<file path="src/rtl/blink_period_meter.sv">
// Measures period, high time and floor-log2 of the period of a blinking input.
// Optional `BLINK_METER_SYNC_EN` adds a 2-flop input synchronizer (+1 cycle latency).
module blink_period_meter #(
  parameter int WIDTH   = 16,
  parameter int SHIFT_W = 5
) (
  input  logic               clk,
  input  logic               rst,
  input  logic               blink_in,
  output logic [WIDTH-1:0]   period,
  output logic [WIDTH-1:0]   high_time,
  output logic [SHIFT_W-1:0] shift_est,
  output logic               valid,
  output logic               timeout
);

  typedef enum logic {IDLE = 1'b0, MEASURE = 1'b1} state_t;

  localparam logic [WIDTH-1:0] CNT_LAST = {{(WIDTH-1){1'b1}}, 1'b0};
  localparam logic [WIDTH-1:0] ONE      = {{(WIDTH-1){1'b0}}, 1'b1};

  state_t               state, state_nxt;
  logic                 s, s_prev, s_live, seen_low, rise;
  logic [WIDTH-1:0]     cnt, cnt_nxt, hcnt, hcnt_nxt, cnt_inc;
  logic [WIDTH-1:0]     period_nxt, high_nxt;
  logic [SHIFT_W-1:0]   shift_nxt;
  logic                 valid_nxt, timeout_nxt;

  // s_live marks that s holds a real post-reset sample, not a reset value.
`ifdef BLINK_METER_SYNC_EN
  logic sync_0, live_0;
  always_ff @(posedge clk) begin
    if (rst) begin
      sync_0 <= 1'b0;
      live_0 <= 1'b0;
      s      <= 1'b0;
      s_live <= 1'b0;
    end else begin
      sync_0 <= blink_in;
      live_0 <= 1'b1;
      s      <= sync_0;
      s_live <= live_0;
    end
  end
`else
  always_ff @(posedge clk) begin
    if (rst) begin
      s      <= 1'b0;
      s_live <= 1'b0;
    end else begin
      s      <= blink_in;
      s_live <= 1'b1;
    end
  end
`endif

  // A level held high across reset release must be seen low before it can rise.
  assign rise    = s & ~s_prev & seen_low;
  assign cnt_inc = cnt + ONE;

  function automatic logic [SHIFT_W-1:0] floor_log2(input logic [WIDTH-1:0] v);
    floor_log2 = '0;
    for (int i = 0; i < WIDTH; i++) begin
      if (v[i]) floor_log2 = SHIFT_W'(i);
    end
  endfunction

  always_comb begin
    state_nxt   = state;
    cnt_nxt     = cnt;
    hcnt_nxt    = hcnt;
    period_nxt  = period;
    high_nxt    = high_time;
    shift_nxt   = shift_est;
    valid_nxt   = 1'b0;
    timeout_nxt = timeout;
    case (state)
      IDLE: begin
        cnt_nxt  = '0;
        hcnt_nxt = '0;
        if (rise) begin
          state_nxt = MEASURE;
          hcnt_nxt  = ONE;
        end
      end
      MEASURE: begin
        if (rise) begin
          period_nxt  = cnt_inc;
          high_nxt    = hcnt;
          shift_nxt   = floor_log2(cnt_inc);
          valid_nxt   = 1'b1;
          timeout_nxt = 1'b0;
          cnt_nxt     = '0;
          hcnt_nxt    = ONE;
        end else if (cnt == CNT_LAST) begin
          timeout_nxt = 1'b1;
          state_nxt   = IDLE;
          cnt_nxt     = '0;
          hcnt_nxt    = '0;
        end else begin
          cnt_nxt  = cnt_inc;
          hcnt_nxt = hcnt + {{(WIDTH-1){1'b0}}, s};
        end
      end
      default: state_nxt = IDLE;
    endcase
  end

  always_ff @(posedge clk) begin
    if (rst) begin
      state     <= IDLE;
      s_prev    <= 1'b0;
      seen_low  <= 1'b0;
      cnt       <= '0;
      hcnt      <= '0;
      period    <= '0;
      high_time <= '0;
      shift_est <= '0;
      valid     <= 1'b0;
      timeout   <= 1'b0;
    end else begin
      state     <= state_nxt;
      s_prev    <= s;
      seen_low  <= seen_low | (s_live & ~s);
      cnt       <= cnt_nxt;
      hcnt      <= hcnt_nxt;
      period    <= period_nxt;
      high_time <= high_nxt;
      shift_est <= shift_nxt;
      valid     <= valid_nxt;
      timeout   <= timeout_nxt;
    end
  end

endmodule

</file>
<file path="config.mk">
export PLATFORM = sky130hd
export DESIGN_NAME = blink_period_meter
export DESIGN_NICKNAME = d
export VERILOG_FILES = /design/src/rtl/blink_period_meter.sv
export SDC_FILE = /design/constraint.sdc
export NUM_CORES = 1
export LEC_CHECK = 0
export CAP_MARGIN = 15
export CORE_MARGIN = 4
export CORE_UTILIZATION = 40
export CTS_CLUSTER_DIAMETER = 200
export DETAILED_ROUTE_END_ITERATION = 8
export PLACE_DENSITY_LB_ADDON = 0.12
export SLEW_MARGIN = 20
export SYNTH_ARGS = -nofsm -noshare
export SYNTH_HDL_FRONTEND = slang
export SYNTH_SLANG_ARGS = --single-unit
</file>
<file path="constraint.sdc">
create_clock -name clk -period 2.1 [get_ports clk]
set_input_delay 0.42 -clock clk [delete_from_list [all_inputs] [get_ports clk]]
set_output_delay 0.42 -clock clk [all_outputs]
set_load 0.1 [all_outputs]
</file>
======== Word-level counts from Yosys, hierarchy flattened ========
Cells that the tools add are included.
operators by class
  $add $sub $neg .......................... 2
  reductions and logical operators ........ 4
  equality and inequality tests ........... 1
  multiplexer cells ....................... 29
  bitwise logic cells ..................... 7
operators by type and width
  operator               count
  $mux 5                 14
  $mux 16                4
  $pmux 16 s2            2
  $add 16x1->16          1
  $add 16x1->16 const B  1
  $eq 16x16->1 const B   1
  $mux 1                 8
  $reduce_and 2->1       2
  $and 1x1->1            3
  $not 1->1              3
  $pmux 1 s2             1
  $reduce_bool 2->1      1
  $reduce_or 2->1        1
  $or 1x1->1             1
storage, ports and cells
  word-level logic and storage cells ...... 55
  input port bits ......................... 3
  output and inout bits ................... 39
  register bits ........................... 76

======== Longest topological paths before layout ========
Gate-level depths: netlist of run 1.
  word-level depth ........................ 16
  depth in mapped cells ................... 9
  gate-level depth less buffers ........... 8

======== Least setup slack after synthesis of run 1 ========
Ideal clock, no wire load.
  path kind ............................... reg-to-reg
  start ................................... register cnt[0]
  end ..................................... register shift_est[0]
  arrival time ............................ 1.821 ns
  period minus slack after synthesis ...... 1.895 ns
  required time ........................... 2.026 ns
  buffers on the path ..................... 1
  stages on the path, launching flop included .. 9
  slack ................................... 0.205 ns
  library setup time ...................... 0.074 ns
  cells stage by stage .................... dfxtp_1 ha_1 clkbuf_1 and3_1 and3_2 xnor2_1 o21ai_0 a41o_1 a31oi_1
on the way
  cells in the longest elaborated chain, start to end .. 16
RTL lines
  element                   RTL line  text
  start: declaration        24        logic [WIDTH-1:0] cnt, cnt_nxt, hcnt, hcnt_nxt, cnt_inc;
  start signal: assignment  125       cnt <= cnt_nxt;
  $add 16x1->16 *           59        assign cnt_inc = cnt + ONE;
  $mux 1                    64        if (v[i]) floor_log2 = SHIFT_W'(i);
  $mux 5 (13 in a row)      64
  $mux 5 *                  64
  end signal: assignment    129       shift_est <= shift_nxt;
  end: declaration          12        output logic [SHIFT_W-1:0] shift_est,
Every way passes the cells marked *; elsewhere a longest branch is shown, timed or not.
A chain may end at the register's enable or synchronous reset.

======== Worst setup path in the final report of run 1 ========
  start ................................... register cnt[3]
  end ..................................... register shift_est[3]
on the way
  cells in the longest elaborated chain, start to end .. 14
RTL lines
  element               RTL line
  $add 16x1->16 *       59
  $mux 5 (12 in a row)  64
  $mux 5 *              64
Marks and branches as above.

==> summary.txt, run 1 <==
Detailed routing
  • Vias: 2355
  • Starting DRC count in detailed routing: 126
  • Vias per cell: 4.92
  • 1st-pass router iterations: 4
  • Drt total wl: 6540 µm
  • Post-route antenna net violation count: 0
  • WL per Instance: 13.6 µm
  • DR DRC count: 0

Final layout
  • Total of fill cells in the finished design: 744
  • Post-layout util: 51.0%
  • # diodes: 0
  • Post-route cell area: 0.00372 mm²
  • Fin nets: 382
  • P&R area growth vs syn: 23.4%
  • Layout cells sized above 1: 22.4%
  • Commonest non-fill, non-tap cell in the layout: dfxtp_1
  • Most frequent cells in the layout: 73 x dfxtp_1, 53 x buf_4, 47 x nor2_1, 34 x nand2_1, 20 x o21ai_0

Placed design
  • Final HPWL DP: 4580 µm
  • Post-Place Setup Slack: -90.5 ps
  • GP Congestion: 0.828
  • DP Area: 0.00346 mm²
  • PortBufs: 40

Setup path
  • Worst Setup EP: shift_est[3]
  • Worst r2r src: cnt[3]
  • Reg2reg end: shift_est[3]
  • Reg-to-reg setup timing slack: 110 ps
  • WP data required: 2340 ps
  • Critical setup path kind: register to register
  • Crit path max fanout: 11
  • R2R depth: 6
  • CP Capture Type: register
  • Arr. time, crit path: 2230 ps
  • Crit path launch type: register
  • Critical path origin: cnt[3]

Synthesis
  • Yosys warning count: 0
  • Ys async rst share: 0%
  • Syn Nets: 334
  • Number of flops mapped to enable cells by yosys: 0
  • Post-Synthesis Cells: 327
  • Synthesized area: 0.00301 mm²
  • Register area share after synthesis: 49.8%
  • Top FF cell, synth: dfxtp_1
  • Mean Syn Cell Area: 9.22 µm²
  • Post-synthesis register bit count: 75
  • Cell variety after synth: 52

Floorplanning
  • I/O pin count: 42
  • Die span in y: 94.8 µm
  • Row count: 31
  • Die Wd: 94.8 µm
  • Initial core utilization: 41.3%
  • Core region area: 0.00729 mm²
  • Die ar.: 0.00899 mm²

Pwr
  • Peak supply drop: 0.436 mV
  • Leak: 1.48 nW
  • PD cells: 735 mW/mm²
  • Total power: 2.73 mW

STA
  • Setup WS post-layout: 109 ps
  • Rel. slew slack: 63.2%
  • Layout Skew: 5.98 ps
  • Fmax: 502 MHz
  • Fin. max-slew vios: 0
  • Final Hold Vio Count: 0
  • Worst-margin pin slew: 549 ps
  • Tcrit/Tclk final: 94.8%
  • Setup-failing EPs final: 0
  • Post-route minimum period: 1990 ps

Clock tree
  • Clock Latency Late Sink: 350 ps
  • Sink Count: 75
  • Total CTS buffers: 9
  • Clock buffer depth: 2
  • Clock Tree Root: clkbuf_8
  • CTS tree: done
  • Clk pin slew, worst setup/hold paths: 80 ps
  • Cts hold-fix bufs: 0
  • H-tree depth: 3

Global route
  • GRT overflow: 0
  • Initial antenna violation count: 0
  • GRT Total Usage: 15.8%
  • Global-route wire length before repair: 10900 µm
  • Largest net degree at the start of global routing: 19
  • Number of global-route vias before repair: 2229

Run
  • Max cap viols: 0

Outcome
  • Status: finished, final reports clean

Min path
  • Worst hold path class: register to register
==> routing by layer <==
metal	vias up	GRT usage, %	wire [µm]
li1	1230	-	-
met1	1071	22.4	3470
met2	48	22.4	2710
met3	6	5.42	299
met4	0	5.05	58
met5	-	0	0
==> worst max-delay path: stages, from the launching register on <==
cell and delay [ps]:
dfxtp_1 420, and4_4 350, nand4_1 170, xor2_2 270, nor3b_4 250, nand2_1 90
o311a_1 330
==> cell families after synthesis <==
family | synth area share (%)
other cells | 0.124
fa+ha+maj | 1.66
buf+inv | 3.94
flops | 49.8
compound gates | 13.6
simple gates | 22.7
xor+xnor | 8.14
==> synth_stat cells (2+ instances only) <==
cell | number | area share (%)
xnor2_1 | 14 | 4.1
buf_2 | 7 | 1.2
inv_1 | 6 | 0.75
a31oi_1 | 2 | 0.42
nor2b_1 | 2 | 0.42
o21ai_0 | 20 | 3.3
ha_1 | 4 | 1.7
dfxtp_1 | 75 | 50
a21oi_1 | 4 | 0.66
nand3_1 | 11 | 1.8
nor2_1 | 48 | 6.0
and2_1 | 5 | 1.0
nand4_1 | 8 | 1.7
a22o_1 | 17 | 4.9
and4_1 | 3 | 0.87
nor3_1 | 6 | 1.0
clkbuf_1 | 8 | 1.0
xor2_1 | 14 | 4.1
nand2_1 | 34 | 4.2
and3_1 | 7 | 1.5
==> through the flow <==
| stage | std cells | setup TNS, ps | hold WS, ps |
|---|---|---|---|
| CTS | 478 | 0 | 466 |
| finish | 479 | 0 | 456 |
| floorplan | 327 | 0 | 438 |
| global route | 479 | -9.71 | 477 |
| detailed placement | 462 | -1370 | 445 |
| global placement | 462 | -702 | 438 |
==> timing repair <==
action                     in CTS  in global routing
pin swaps                       0                  1
setup buffers                   0                  1
resized for setup               1                  6
setup endpoints to repair       1                  4
==> where the power goes <==
group / switching, mW / total [mW] / internal, mW
logic: 0.0401 / 0.0567 / 0.0166
registers: 0.00537 / 1.43 / 1.43
clock network: 0.567 / 1.24 / 0.677
total: 0.613 / 2.73 / 2.12
==> area by class of cell <==
cell class	count	area, µm²	area share (%)
sequential	75	1500	40.4
multi-input combinational	227	1420	38.3
timing repair buffer	55	418	11.2
clock buffer	9	124	3.33
tap	99	124	3.33
clock inverter	7	100	2.69
inverter	7	26.3	0.706
==> worst min-delay path by stage <==
stage / from / end / slack [ps] / cells after the start
3_3_place_gp: period[10] / period[10] / 440 / 2
6_report: period[5] / period[5] / 460 / 2
2_1_floorplan: s_live / seen_low / 440 / 2
3_5_place_dp: period[8] / period[8] / 450 / 2
5_1_grt: period[1] / period[1] / 480 / 2
4_1_cts: period[8] / period[8] / 470 / 2
==> sequential cells by signal (all words and copies together), names as in the netlist <==
name and cells:
seen_low 1, state 1, s_live 1, timeout 1, cnt 16, valid 1, shift_est 4, s 1
period 16, s_prev 1, high_time 16, hcnt 16
(Power assumes the default switching activity.)
==> inputs of run 2 (changes only) <==
--- a/config.mk
+++ b/config.mk
@@ -7,9 +7,10 @@
 export LEC_CHECK = 0
 export CAP_MARGIN = 15
 export CORE_MARGIN = 4
-export CORE_UTILIZATION = 40
+export CORE_UTILIZATION = 44
 export CTS_CLUSTER_DIAMETER = 200
 export DETAILED_ROUTE_END_ITERATION = 8
+export HOLD_SLACK_MARGIN = 0.08
 export PLACE_DENSITY_LB_ADDON = 0.12
 export SLEW_MARGIN = 20
 export SYNTH_ARGS = -nofsm -noshare
==> summary.txt, run 2 (same netlist as run 1, synthesis figures left out) <==
STA
  • Setup TNS: 0 ps
  • RSZ-0062 raised after global routing: true
  • Post-route minimum period: 1980 ps
  • Worst-margin pin slew: 527 ps
  • Final Hold Vio Count: 0
  • Fmax: 505 MHz
  • Setup WS post-layout: 122 ps
  • Layout Skew: 10.9 ps
  • Tcrit/Tclk final: 94.2%
  • Fin. max-slew vios: 0
  • Rel. slew slack: 64.7%
  • Setup-failing EPs final: 0

Min path
  • Hold depth: 2
  • Worst hold path class: register to register
  • Hold Startpoint: period[6]
  • Hold endpoint: period[6]

Clock tree
  • Sink Count: 75
  • CTS tree: done
  • H-tree depth: 3
  • Clock Tree Root: clkbuf_8
  • Clock buffer depth: 2
  • Clock Latency Late Sink: 350 ps
  • Cts hold-fix bufs: 0
  • Clk pin slew, worst setup/hold paths: 80 ps
  • Total CTS buffers: 9

Global route
  • GRT Total Usage: 16.3%
  • Global-route wire length before repair: 10700 µm
  • Largest net degree at the start of global routing: 20
  • Initial antenna violation count: 0
  • GRT overflow: 0
  • Number of global-route vias before repair: 2193

Setup path
  • Slowest CP cell: dfxtp_1
  • Worst r2r src: cnt[2]
  • Reg-to-reg setup timing slack: 120 ps
  • Crit path launch type: register
  • Crit path max fanout: 11
  • CP Capture Type: register
  • Cell Chain, Critical Path: and4_4, nand4_1, xor2_2, nor3b_4, nand2_1, o311a_1
  • Arr. time, crit path: 2220 ps
  • Crit-path max cell delay: 450 ps
  • Critical path origin: cnt[2]
  • Critical setup path kind: register to register
  • R2R depth: 6
  • Top delay family on crit path: simple AND/OR/NAND/NOR gates
  • Reg2reg end: shift_est[3]
  • CP Buf/Inv Count: 0
  • WP data required: 2340 ps

Floorplanning
  • Row count: 29
  • I/O pin count: 42
  • Die Wd: 90.8 µm
  • Initial core utilization: 46.4%
  • Die ar.: 0.00824 mm²
  • Core region area: 0.00649 mm²
  • Die span in y: 90.8 µm

Final layout
  • Layout Cells excl Fill: 456
  • Layout cells sized above 1: 21.6%
  • Commonest non-fill, non-tap cell in the layout: dfxtp_1
  • P&R area growth vs syn: 20.7%
  • Total of fill cells in the finished design: 629
  • Most frequent cells in the layout: 74 x dfxtp_1, 52 x buf_4, 47 x nor2_1, 34 x nand2_1, 20 x o21ai_0
  • Fin nets: 381
  • # diodes: 0

Placed design
  • GP Congestion: 0.848
  • Final HPWL DP: 4440 µm
  • Placed cells: 440
  • Post-Place Setup Slack: -47.6 ps
  • PortBufs: 40

Pwr
  • Total power: 2.50 mW
  • Peak supply drop: 0.317 mV
  • Leak: 1.45 nW
  • PD cells: 686 mW/mm²

Detailed routing
  • 1st-pass router iterations: 4
  • WL per Instance: 14.1 µm
  • DR DRC count: 0
  • Starting DRC count in detailed routing: 120
  • Drt total wl: 6420 µm
  • Vias per cell: 5.23
  • Vias: 2384
  • Post-route antenna net violation count: 0

Run
  • Max cap viols: 0

Outcome
  • Status: finished, final reports clean
==> run 2: how the worst max path moves through the flow <==
stage	end	slack (ps)	cells past startpoint
3_3_place_gp	high_time[10]	-40	6
5_1_grt	shift_est[3]	-30	6
6_report	shift_est[3]	120	6
3_5_place_dp	high_time[10]	-50	6
4_1_cts	shift_est[3]	10	6
2_1_floorplan	shift_est[0]	210	8
==> run 2: report_power, final <==
group / internal [mW] / switching (mW) / total (mW)
Combinational: 0.0171 / 0.0397 / 0.0568
Clock: 0.463 / 0.543 / 1.01
Sequential: 1.43 / 0.00536 / 1.43
Total: 1.91 / 0.588 / 2.50
==> run 2: cell type report <==
cell class | instances | area (µm²) | area share, %
timing repair buffer | 54 | 410 | 11.3
tap | 77 | 96.3 | 2.65
inverter | 7 | 26.3 | 0.722
multi-input combinational | 227 | 1420 | 39.1
clock inverter | 5 | 36.3 | 0.998
clock buffer | 11 | 141 | 3.89
sequential | 75 | 1500 | 41.3
==> run 2: metrics by stage <==
| step | cell area (µm²) | utilization [%] | hold WS (ps) |
|---|---|---|---|
| global route | 3640 | 56.0 | 479 |
| CTS | 3610 | 55.6 | 462 |
| global placement | 3430 | 52.8 | 434 |
| floorplan | 3010 | - | 438 |
| detailed placement | 3430 | 52.8 | 443 |
| finish | 3640 | 56.0 | 456 |
==> run 2: worst reg2reg max path, cell delays in order (launching register included) <==
cell     delay (ps)
dfxtp_1         450
and4_4          350
nand4_1         160
xor2_2          250
nor3b_4         260
nand2_1          80
o311a_1         320
==> run 2: metal layers <==
layer	track usage, %	vias up	part of all wire (%)	routed length [µm]
li1	-	1223	-	-
met1	24.0	1104	53	3430
met2	21.6	46	40	2590
met3	4.17	11	4.0	258
met4	8.42	0	2.3	147
met5	0	-	0	0
==> run 2: timing repair <==
| action | 4_1_cts | 5_1_grt |
|---|---|---|
| setup endpoints to repair | 1 | 3 |
| setup buffers | 0 | 0 |
| hold endpoints to repair | 0 | 0 |
| gates resized for setup | 1 | 5 |
| gates cloned | 0 | 0 |
